**config.mk**
```make
export PLATFORM = sky130hd
export DESIGN_NAME = instr_encoder
export DESIGN_NICKNAME = d
export VERILOG_FILES = /design/src/rtl/mips_pkg.sv /design/src/rtl/instr_fifo.sv /design/src/rtl/instr_encoder.sv
export SDC_FILE = /design/constraint.sdc
export NUM_CORES = 1
export LEC_CHECK = 0
export ABC_CLOCK_PERIOD_IN_PS = 5000
export CORE_MARGIN = 3
export CORE_UTILIZATION = 45
export CTS_CLUSTER_SIZE = 14
export DETAILED_ROUTE_END_ITERATION = 8
export PLACE_DENSITY_LB_ADDON = 0.05
export SLEW_MARGIN = 40
export SYNTH_ARGS = -nofsm -noshare
export SYNTH_HDL_FRONTEND = slang
export SYNTH_SLANG_ARGS = --single-unit
```
**constraint.sdc**
```tcl
create_clock -name clk -period 5 [get_ports clk]
set_clock_uncertainty 0.05 [all_clocks]
set_input_delay 0.5 -clock clk [delete_from_list [all_inputs] [get_ports clk]]
set_output_delay 0.5 -clock clk [all_outputs]
set_load 0.01 [all_outputs]
```
**src/rtl/mips_pkg.sv**
```systemverilog
// mips_pkg: constants shared by the instruction encoder and the control decoder.
//   opE       - symbolic operation selector carried on in_op (0..7)
//   OPC_*     - 6-bit primary opcodes placed in word bits [31:26]
//   FUNCT_*   - 6-bit R-type function codes placed in word bits [5:0]
//   functFor  - maps an R-type opE to its function code
package mips_pkg;

  typedef enum logic [2:0] {
    OP_LW      = 3'd0,
    OP_SW      = 3'd1,
    OP_ADD     = 3'd2,
    OP_SUB     = 3'd3,
    OP_MUL     = 3'd4,
    OP_AND     = 3'd5,
    OP_OR      = 3'd6,
    OP_ILLEGAL = 3'd7
  } opE;

  localparam logic [5:0] OPC_R  = 6'd2;
  localparam logic [5:0] OPC_LW = 6'd3;
  localparam logic [5:0] OPC_SW = 6'd4;

  localparam logic [5:0] FUNCT_ADD = 6'h20;
  localparam logic [5:0] FUNCT_SUB = 6'h22;
  localparam logic [5:0] FUNCT_MUL = 6'h32;
  localparam logic [5:0] FUNCT_AND = 6'h24;
  localparam logic [5:0] FUNCT_OR  = 6'h25;

  // Non-R-type ops have no function field; they return zero.
  function automatic logic [5:0] functFor(input opE op);
    logic [5:0] f;
    f = 6'h00;
    case (op)
      OP_ADD:  f = FUNCT_ADD;
      OP_SUB:  f = FUNCT_SUB;
      OP_MUL:  f = FUNCT_MUL;
      OP_AND:  f = FUNCT_AND;
      OP_OR:   f = FUNCT_OR;
      default: f = 6'h00;
    endcase
    return f;
  endfunction

endpackage

```
**src/rtl/instr_fifo.sv**
```systemverilog
// instr_fifo: synchronous FIFO with valid/ready on both sides.
//   clk, rst_n         - clock, synchronous active-low reset (empties the FIFO)
//   wrValid/wrReady    - write handshake; wrReady = not full (depends on state only)
//   wrData [WIDTH]     - word written on a write handshake
//   rdValid/rdReady    - read handshake; rdValid = not empty
//   rdData [WIDTH]     - word at the head; zero while empty
// Pointers carry one extra wrap bit so full and empty are distinguishable.
module instr_fifo #(
  parameter int DEPTH = 4,
  parameter int WIDTH = 32
) (
  input  logic             clk,
  input  logic             rst_n,
  input  logic             wrValid,
  output logic             wrReady,
  input  logic [WIDTH-1:0] wrData,
  output logic             rdValid,
  input  logic             rdReady,
  output logic [WIDTH-1:0] rdData
);

  localparam int AW = $clog2(DEPTH);

  logic [WIDTH-1:0] mem [DEPTH];
  logic [AW:0]      wrPtrReg;
  logic [AW:0]      rdPtrReg;
  logic             fifoEmpty;
  logic             fifoFull;
  logic             doWrite;
  logic             doRead;

  assign fifoEmpty = (wrPtrReg == rdPtrReg);
  assign fifoFull  = (wrPtrReg[AW-1:0] == rdPtrReg[AW-1:0]) &&
                     (wrPtrReg[AW] != rdPtrReg[AW]);

  assign wrReady = !fifoFull;
  assign rdValid = !fifoEmpty;
  assign doWrite = wrValid && !fifoFull;
  assign doRead  = rdReady && !fifoEmpty;

  always_ff @(posedge clk) begin
    if (!rst_n) begin
      wrPtrReg <= '0;
      rdPtrReg <= '0;
    end else begin
      if (doWrite) wrPtrReg <= wrPtrReg + (AW+1)'(1);
      if (doRead)  rdPtrReg <= rdPtrReg + (AW+1)'(1);
    end
  end

  // Storage carries no reset; the pointers alone define what is valid.
  always_ff @(posedge clk) begin
    if (rst_n && doWrite) mem[wrPtrReg[AW-1:0]] <= wrData;
  end

  // Head is masked while empty so stale storage never shows on the output.
  assign rdData = fifoEmpty ? '0 : mem[rdPtrReg[AW-1:0]];

endmodule

```
**src/rtl/instr_encoder.sv**
```systemverilog
// instr_encoder: packs symbolic MIPS instructions into 32-bit words and buffers
// them in an output FIFO.
//   clk, rst_n            - clock, synchronous active-low reset
//   in_valid/in_ready     - input handshake; in_ready = FIFO not full
//   in_op [3]             - 0 LW, 1 SW, 2 ADD, 3 SUB, 4 MUL, 5 AND, 6 OR, 7 illegal
//   in_rs/in_rt/in_rd [5] - register numbers
//   in_imm [16]           - LW/SW offset
//   out_valid/out_ready   - output handshake
//   out_instr [32]        - encoded word at FIFO head
//   err                   - one-cycle pulse after an illegal op is accepted
//   instr_count [16]      - output handshake count (only with ENC_STATS_EN)
// Optional feature macro: ENC_STATS_EN adds the instr_count port and counter.
module instr_encoder
  import mips_pkg::*;
#(
  parameter int DEPTH   = 4,
  parameter int SHAMT_R = 10
) (
  input  logic        clk,
  input  logic        rst_n,
  input  logic        in_valid,
  output logic        in_ready,
  input  logic [2:0]  in_op,
  input  logic [4:0]  in_rs,
  input  logic [4:0]  in_rt,
  input  logic [4:0]  in_rd,
  input  logic [15:0] in_imm,
  output logic        out_valid,
  input  logic        out_ready,
  output logic [31:0] out_instr,
  output logic        err
`ifdef ENC_STATS_EN
  ,
  output logic [15:0] instr_count
`endif
);

  opE          opSel;
  logic [31:0] encWord;
  logic        accept;
  logic        isIllegal;
  logic        fifoPush;
  logic        fifoReady;
  logic        errReg;

  assign opSel     = opE'(in_op);
  assign isIllegal = (opSel == OP_ILLEGAL);
  assign accept    = in_valid && fifoReady;
  // Illegal ops still complete the handshake but never reach the FIFO.
  assign fifoPush  = in_valid && !isIllegal;

  always_comb begin
    encWord = '0;
    case (opSel)
      OP_LW:   encWord = {OPC_LW, in_rs, in_rt, in_imm};
      OP_SW:   encWord = {OPC_SW, in_rs, in_rt, in_imm};
      OP_ADD, OP_SUB, OP_MUL, OP_AND, OP_OR:
               encWord = {OPC_R, in_rs, in_rt, in_rd, 5'(SHAMT_R), functFor(opSel)};
      default: encWord = '0;
    endcase
  end

  instr_fifo #(
    .DEPTH (DEPTH),
    .WIDTH (32)
  ) uFifo (
    .clk     (clk),
    .rst_n   (rst_n),
    .wrValid (fifoPush),
    .wrReady (fifoReady),
    .wrData  (encWord),
    .rdValid (out_valid),
    .rdReady (out_ready),
    .rdData  (out_instr)
  );

  assign in_ready = fifoReady;

  always_ff @(posedge clk) begin
    if (!rst_n) errReg <= 1'b0;
    else        errReg <= accept && isIllegal;
  end

  assign err = errReg;

`ifdef ENC_STATS_EN
  logic [15:0] countReg;

  // Wraps naturally from 16'hFFFF to 0.
  always_ff @(posedge clk) begin
    if (!rst_n)                      countReg <= '0;
    else if (out_valid && out_ready) countReg <= countReg + 16'd1;
  end

  assign instr_count = countReg;
`endif

endmodule
```
==> results of run 1 <==
## through the flow
| stage | cells | hold slack [ps] | utilization | power (uW) | setup slack, ps |
|---|---|---|---|---|---|
| after floorplan | 311 | 456 | - | 1620 | 2490 |
| after global placement | 502 | 472 | 0.545 | 1920 | 1940 |
| after detailed placement | 502 | 496 | 0.546 | 1930 | 1840 |
| after CTS | 533 | 508 | 0.604 | 3260 | 1600 |
| after global routing | 533 | 548 | 0.605 | 3360 | 1480 |
| final | 533 | 489 | 0.605 | 3210 | 1700 |
## sequential cells by signal (all words and copies together), names as in the netlist, named ones only
name	cells
uFifo.wrPtrReg	3
uFifo.rdPtrReg	3
uFifo.mem	116
err	1
## tightest hold or removal path, stage by stage (launching register included)
cell	delay [ps]
dfxtp_1	350
nand2_1	70
mux2i_1	70
## logic make-up (layout without fill, tap and decap cells)
| kind of cell | Yosys count | in the layout |
|---|---|---|
| AND/OR/NAND/NOR | 92 | 92 |
| AO/OA/AOI/OAI | 17 | 17 |
| flip-flops | 125 | 125 |
| other | 1 | 3 |
| multiplexers | 37 | 37 |
| adder cells (fa/ha/maj) | 5 | 5 |
| buffers and inverters | 26 | 108 |
| XOR/XNOR | 6 | 6 |
## cell usage in the layout, fill, tap and decap left out, types with 2 or more instances in the layout
master / netlist / layout
clkbuf_16: 0 / 17
xnor2_1: 3 / 3
clkinvlp_4: 0 / 4
buf_4: 4 / 2
mux4_2: 29 / 29
nand4b_1: 2 / 2
nand2_1: 22 / 22
a21oi_1: 6 / 6
a31oi_1: 3 / 3
inv_1: 6 / 6
clkdlybuf4s50_1: 0 / 69
and2_1: 17 / 17
conb_1: 1 / 3
clkinv_4: 0 / 3
nor2b_1: 29 / 29
and3_4: 0 / 3
o21ai_0: 2 / 2
dfxtp_1: 9 / 7
ha_1: 5 / 5
xor2_1: 2 / 2
edfxtp_1: 116 / 116
mux2i_1: 8 / 8
nor2_1: 10 / 9
bufinv_16: 0 / 5
## path summary, 6_finish.rpt
check	start	depth (start not counted)	slack (ps)	end
worst max-delay path	flop	4	1700	out_instr[14]
worst min-delay path	uFifo.rdPtrReg[1]	2	490	flop
worst max register to register	uFifo.wrPtrReg[0]	3	2990	uFifo.mem[3][20]
worst min register to register	uFifo.rdPtrReg[1]	2	490	flop
## metal layers
layer  global-route usage  share of wire
met1                0.209           0.41
met2                0.279           0.53
met3               0.0433          0.049
met4               0.0618         0.0073
met5                    0              0
## power breakdown
group          switching (uW)  leakage [uW]  internal [uW]
sequential               54.3       0.00113           1190
clock                     436      0.000299            883
combinational             278      0.000807            369
total                     768       0.00224           2440
## area by class of cell
type / instances / area share
Multi-Input combinational cell: 160 / 0.225
Timing Repair Buffer: 71 / 0.105
Tap cell: 140 / 0.0260
Clock inverter: 14 / 0.0325
Sequential cell: 125 / 0.545
Clock buffer: 17 / 0.0632
Inverter: 6 / 0.00335
==> metrics.csv, run 1 <==
stage,metric,value,unit
run_status,status,completed,
route,vias_per_cell,5.29,
global_route,grt_pass1_vias,2988,
route,drc,0,
logic_synthesis,syn_inst,309,
floorplan,fp.dieH,114,um
setup_path,critPathBufInv,2,
cells_and_area,register_area,0.00367,sq mm
clock_tree,cts.repair.resized,0,
pwr,powerDensity,477,mW/mm^2
timing,timing.fmax,303,MHz
clock_tree,insertion_delay,400,ps
clock_tree,clkTransAtPathRegs,50,ps
logic_synthesis,postSynthAreaPerCell,17.1,sq um
cells_and_area,drive_above_1_share,0.183,
logic_synthesis,synthArstFlopShare,0,
pwr,power_leakage,0.00224,uW
logic_synthesis,synth_common_cells,"edfxtp_1, mux4_2, nor2b_1",
floorplan,die-area,0.0130,sq mm
logic_synthesis,synth_fa_ha_area_frac,0.0119,
setup_path,cp.arrival,2750,ps
setup_path,path_class,flop to primary output,
placement,dpl_cell_area,0.00608,sq mm
route,ant_nets,0,
route,totalWireLength,10200,um
cells_and_area,nets,424,
cells_and_area,stdcell_area,0.00673,sq mm
logic_synthesis,yosys.cell_types.count,37,
logic_synthesis,synth_top_area_cell,edfxtp_1,
pwr,peakVddDrop,0.240,mV
clock_tree,cts_tree,yes,
cells_and_area,multi_input_comb_area,0.00152,sq mm
floorplan,die_w,114,um
floorplan,io_pins,73,
logic_synthesis,synth_warnings,0,
logic_synthesis,synth_area,0.00527,sq mm
clock_tree,cts.sinks,125,
route,wl_per_cell,19.1,um
cells_and_area,diodes,0,
logic_synthesis,synthTopCellsByArea,"edfxtp_1, mux4_2, nor2b_1",
clock_tree,cts_setup_buffers,0,
global_route,grt_first_pass_wirelength,15800,um
timing,drv_slew,0,
global_route,grt_antenna_before_repair,0,
run,max_cap_violations,0,
floorplan,row_count,38,
setup_path,cpLargestDelayFamily,buffers and inverters,
global_route,grt_usage,0.166,
setup_path,start_kind,flop,
logic_synthesis,synth_top_area_share,0.661,
logic_synthesis,ys.flop_type,edfxtp_1,
timing,final-setup-viol-count,0,
timing,min_period,3300,ps
global_route,overflow,0,
setup_path,cp.required,4450,ps
timing,max-slew-margin-rel,0.547,
placement,place_congestion,0.804,
timing,rsz0062_at_grt,false,
logic_synthesis,synthSimpleGateAreaFrac,0.0952,
logic_synthesis,synth_compound_area_frac,0.0218,
logic_synthesis,synth_edf_count,116,
min_path,holdCritPathClass,flop to flop,
logic_synthesis,muxShareOfSynthArea,0.139,
setup_path,worstPathMaxFanout,19,
setup_path,slowest_delay,770,ps
clock_tree,cts_max_level,4,
clock_tree,clockRootBuffer,clkbuf_16,
placement,place_hpwl,6170,um
cells_and_area,area_delta_synth_final,27.7,%
global_route,grt_max_degree,30,
clock_tree,postCtsHoldBufs,0,
route,drt_iter0_drc,133,
floorplan,start_util,0.474,
placement,io_buffers,69,
timing,tns,0,ps
logic_synthesis,synth_seq_cells,125,
setup_path,crit_slowest_cell,dfxtp_2,
timing,max_slew.worst_pin.slew,680,ps
clock_tree,clockBufferDepth,2,
route,vias,2821,
setup_path,cp_cell_sequence,buf_4 -> mux4_2 -> nor2b_1 -> clkdlybuf4s50_1,
logic_synthesis,synth_top_family_by_area,multiplexers,
timing,hold_viol,0,
logic_synthesis,synth_xor_area_frac,0.0114,
logic_synthesis,yosysMostFrequentCell,edfxtp_1,
floorplan,core,0.0111,sq mm
clock_tree,cts_buffers,17,
timing,period_share,0.660,
logic_synthesis,yosysSeqAreaShare,0.695,
cells_and_area,nFillCells,868,
route,firstDrtPassIters,4,
setup_path,endpoint_kind,primary output,
Power figures use the tool's default switching activity.
==> inputs of run 2 (changes only) <==
--- a/config.mk
+++ b/config.mk
@@ -5,7 +5,7 @@
 export SDC_FILE = /design/constraint.sdc
 export NUM_CORES = 1
 export LEC_CHECK = 0
-export ABC_CLOCK_PERIOD_IN_PS = 5000
+export ABC_CLOCK_PERIOD_IN_PS = 3200
 export CORE_MARGIN = 3
 export CORE_UTILIZATION = 45
 export CTS_CLUSTER_SIZE = 14
==> constraint.sdc (replaced) <==
create_clock -name clk -period 3.2 [get_ports clk]
set_clock_uncertainty 0.05 [all_clocks]
set_input_delay 0.32 -clock clk [delete_from_list [all_inputs] [get_ports clk]]
set_output_delay 0.32 -clock clk [all_outputs]
set_load 0.01 [all_outputs]
==> run 2 against run 1 <==
Against the previous run: register-to-register slack lost 1800 ps; clock-buffer cell count grew 2; worst hold slack gained 11 ps; via count grew 2.4%; worst setup slack lost 1300 ps; sequential power grew 54%; critical endpoint is now out_instr[4].
==> metrics.csv, run 2 (synthesis results as in run 1) <==
stage,metric,value,unit
run_status,status,completed,
route,wl_per_cell,18.4,um
global_route,grt_max_degree,30,
timing,max_slew.worst_pin.slew,721,ps
placement,place_hpwl,6240,um
clock_tree,insertion_delay,400,ps
placement,place_congestion,0.741,
cells_and_area,largest_reg_flops,116,
route,totalWireLength,9960,um
pwr,powerDensity,707,mW/mm^2
cells_and_area,drive_above_1_share,0.192,
timing,period_share,0.886,
timing,timing.fmax,353,MHz
setup_path,worstPathMaxFanout,21,
clock_tree,cts_buffers,17,
route,vias,2890,
clock_tree,postCtsHoldBufs,0,
cells_and_area,diodes,0,
setup_path,endpoint_kind,primary output,
placement,io_buffers,69,
floorplan,core,0.0111,sq mm
cells_and_area,nFillCells,869,
route,vias_per_cell,5.33,
pwr,power_switching,1160,uW
pwr,share_comb_of_total_power,0.221,
cells_and_area,multi_input_comb_area,0.00150,sq mm
clock_tree,cts.sinks,125,
route,drc,0,
clock_tree,cts_max_level,4,
setup_path,path_class,flop to primary output,
pwr,peakVddDrop,0.389,mV
floorplan,row_count,38,
pwr,power,4760,uW
pwr,power_switching_share,0.244,
cells_and_area,area_delta_synth_final,27.6,%
cells_and_area,nets,432,
timing,hold_viol,0,
clock_tree,clockRootBuffer,clkbuf_16,
route,firstDrtPassIters,6,
floorplan,start_util,0.474,
floorplan,fp.dieH,114,um
setup_path,cp.required,2830,ps
setup_path,cp.arrival,2460,ps
global_route,grt_antenna_before_repair,0,
min_path,min_path_cells,2,
cells_and_area,final_common_cell,edfxtp_1,
global_route,grt_usage,0.168,
route,drt_iter0_drc,147,
setup_path,start_kind,flop,
global_route,overflow,0,
global_route,grt_pass1_vias,3056,
clock_tree,clockBufferDepth,2,
cells_and_area,fin_util,0.604,
floorplan,io_pins,73,
cells_and_area,layout_common_cells,"edfxtp_1, clkdlybuf4s50_1, mux4_2, nor2b_1, nand2_1",
pwr,seq_power_share,0.405,
timing,rsz0062_at_grt,false,
pwr,intPower,3590,uW
timing,drv_slew,0,
timing,min_period,2830,ps
clock_tree,clkTransAtPathRegs,50,ps
route,ant_nets,0,
floorplan,die-area,0.0130,sq mm
timing,max-slew-margin-rel,0.519,
run,max_cap_violations,0,
floorplan,die_w,114,um
global_route,grt_first_pass_wirelength,16300,um
timing,tns,0,ps
pwr,pwr-share-clk,0.374,
timing,final-setup-viol-count,0,
cells_and_area,register_area,0.00367,sq mm
clock_tree,cts_tree,yes,
pwr,power_leakage,0.00227,uW
clock_tree,cts_setup_buffers,0,
min_path,holdCritPathClass,flop to flop,
setup_path,rr_worst_depth,4,
-- run 2: final cells by class --
class,count,share of cell area
repair buffers,79,0.119
clock inverters,13,0.0186
clock buffers,19,0.0644
inverters,6,0.00335
well taps,140,0.0260
flip-flops and latches,125,0.545
multi-input cells,160,0.223
-- run 2: worst max-delay path, cell delays in order (launching register included) --
cell and delay, ps:
dfxtp_1 450, xor2_1 220, nor3_4 470, buf_4 350, nor2b_1 80, clkdlybuf4s50_1 490
-- run 2: final timing paths --
check,end,slack [ps],start
worst max register to register,uFifo.mem[2][22],1210,uFifo.wrPtrReg[0]
worst min-delay path,flop,500,uFifo.rdPtrReg[1]
worst max-delay path,out_instr[4],370,uFifo.wrPtrReg[0]
worst min register to register,flop,500,uFifo.rdPtrReg[1]
-- run 2: power groups by stage --
stage	logic [uW]	registers, uW	clock network [uW]
4_1_cts	1080	1930	1810
2_1_floorplan	622	1910	0
5_1_grt	1150	1940	1900
6_report	1050	1930	1780
3_3_place_gp	1060	1960	0
3_5_place_dp	1070	1960	0
-- run 2: repair_timing --
item / CTS / global route
endpoints found under the hold margin: 0 / 0
endpoints found under the setup margin: 0 / 21
gates resized for setup: 0 / 1
-- run 2: layer usage --
layer,global-route usage,part of all wire
met2,0.275,0.51
met1,0.218,0.44
met5,0,0
met3,0.0455,0.046
met4,0.0570,0.0062
-- run 2: metrics by stage --
| step | setup slack, ps | hold slack [ps] | cell area [sq um] | std cells |
|---|---|---|---|---|
| floorplan | 871 | 456 | 5280 | 311 |
| global placement | 620 | 490 | 6160 | 510 |
| detailed placement | 498 | 499 | 6160 | 510 |
| CTS | 62.5 | 507 | 6720 | 542 |
| global route | 101 | 543 | 6730 | 542 |
| finish | 365 | 500 | 6730 | 542 |
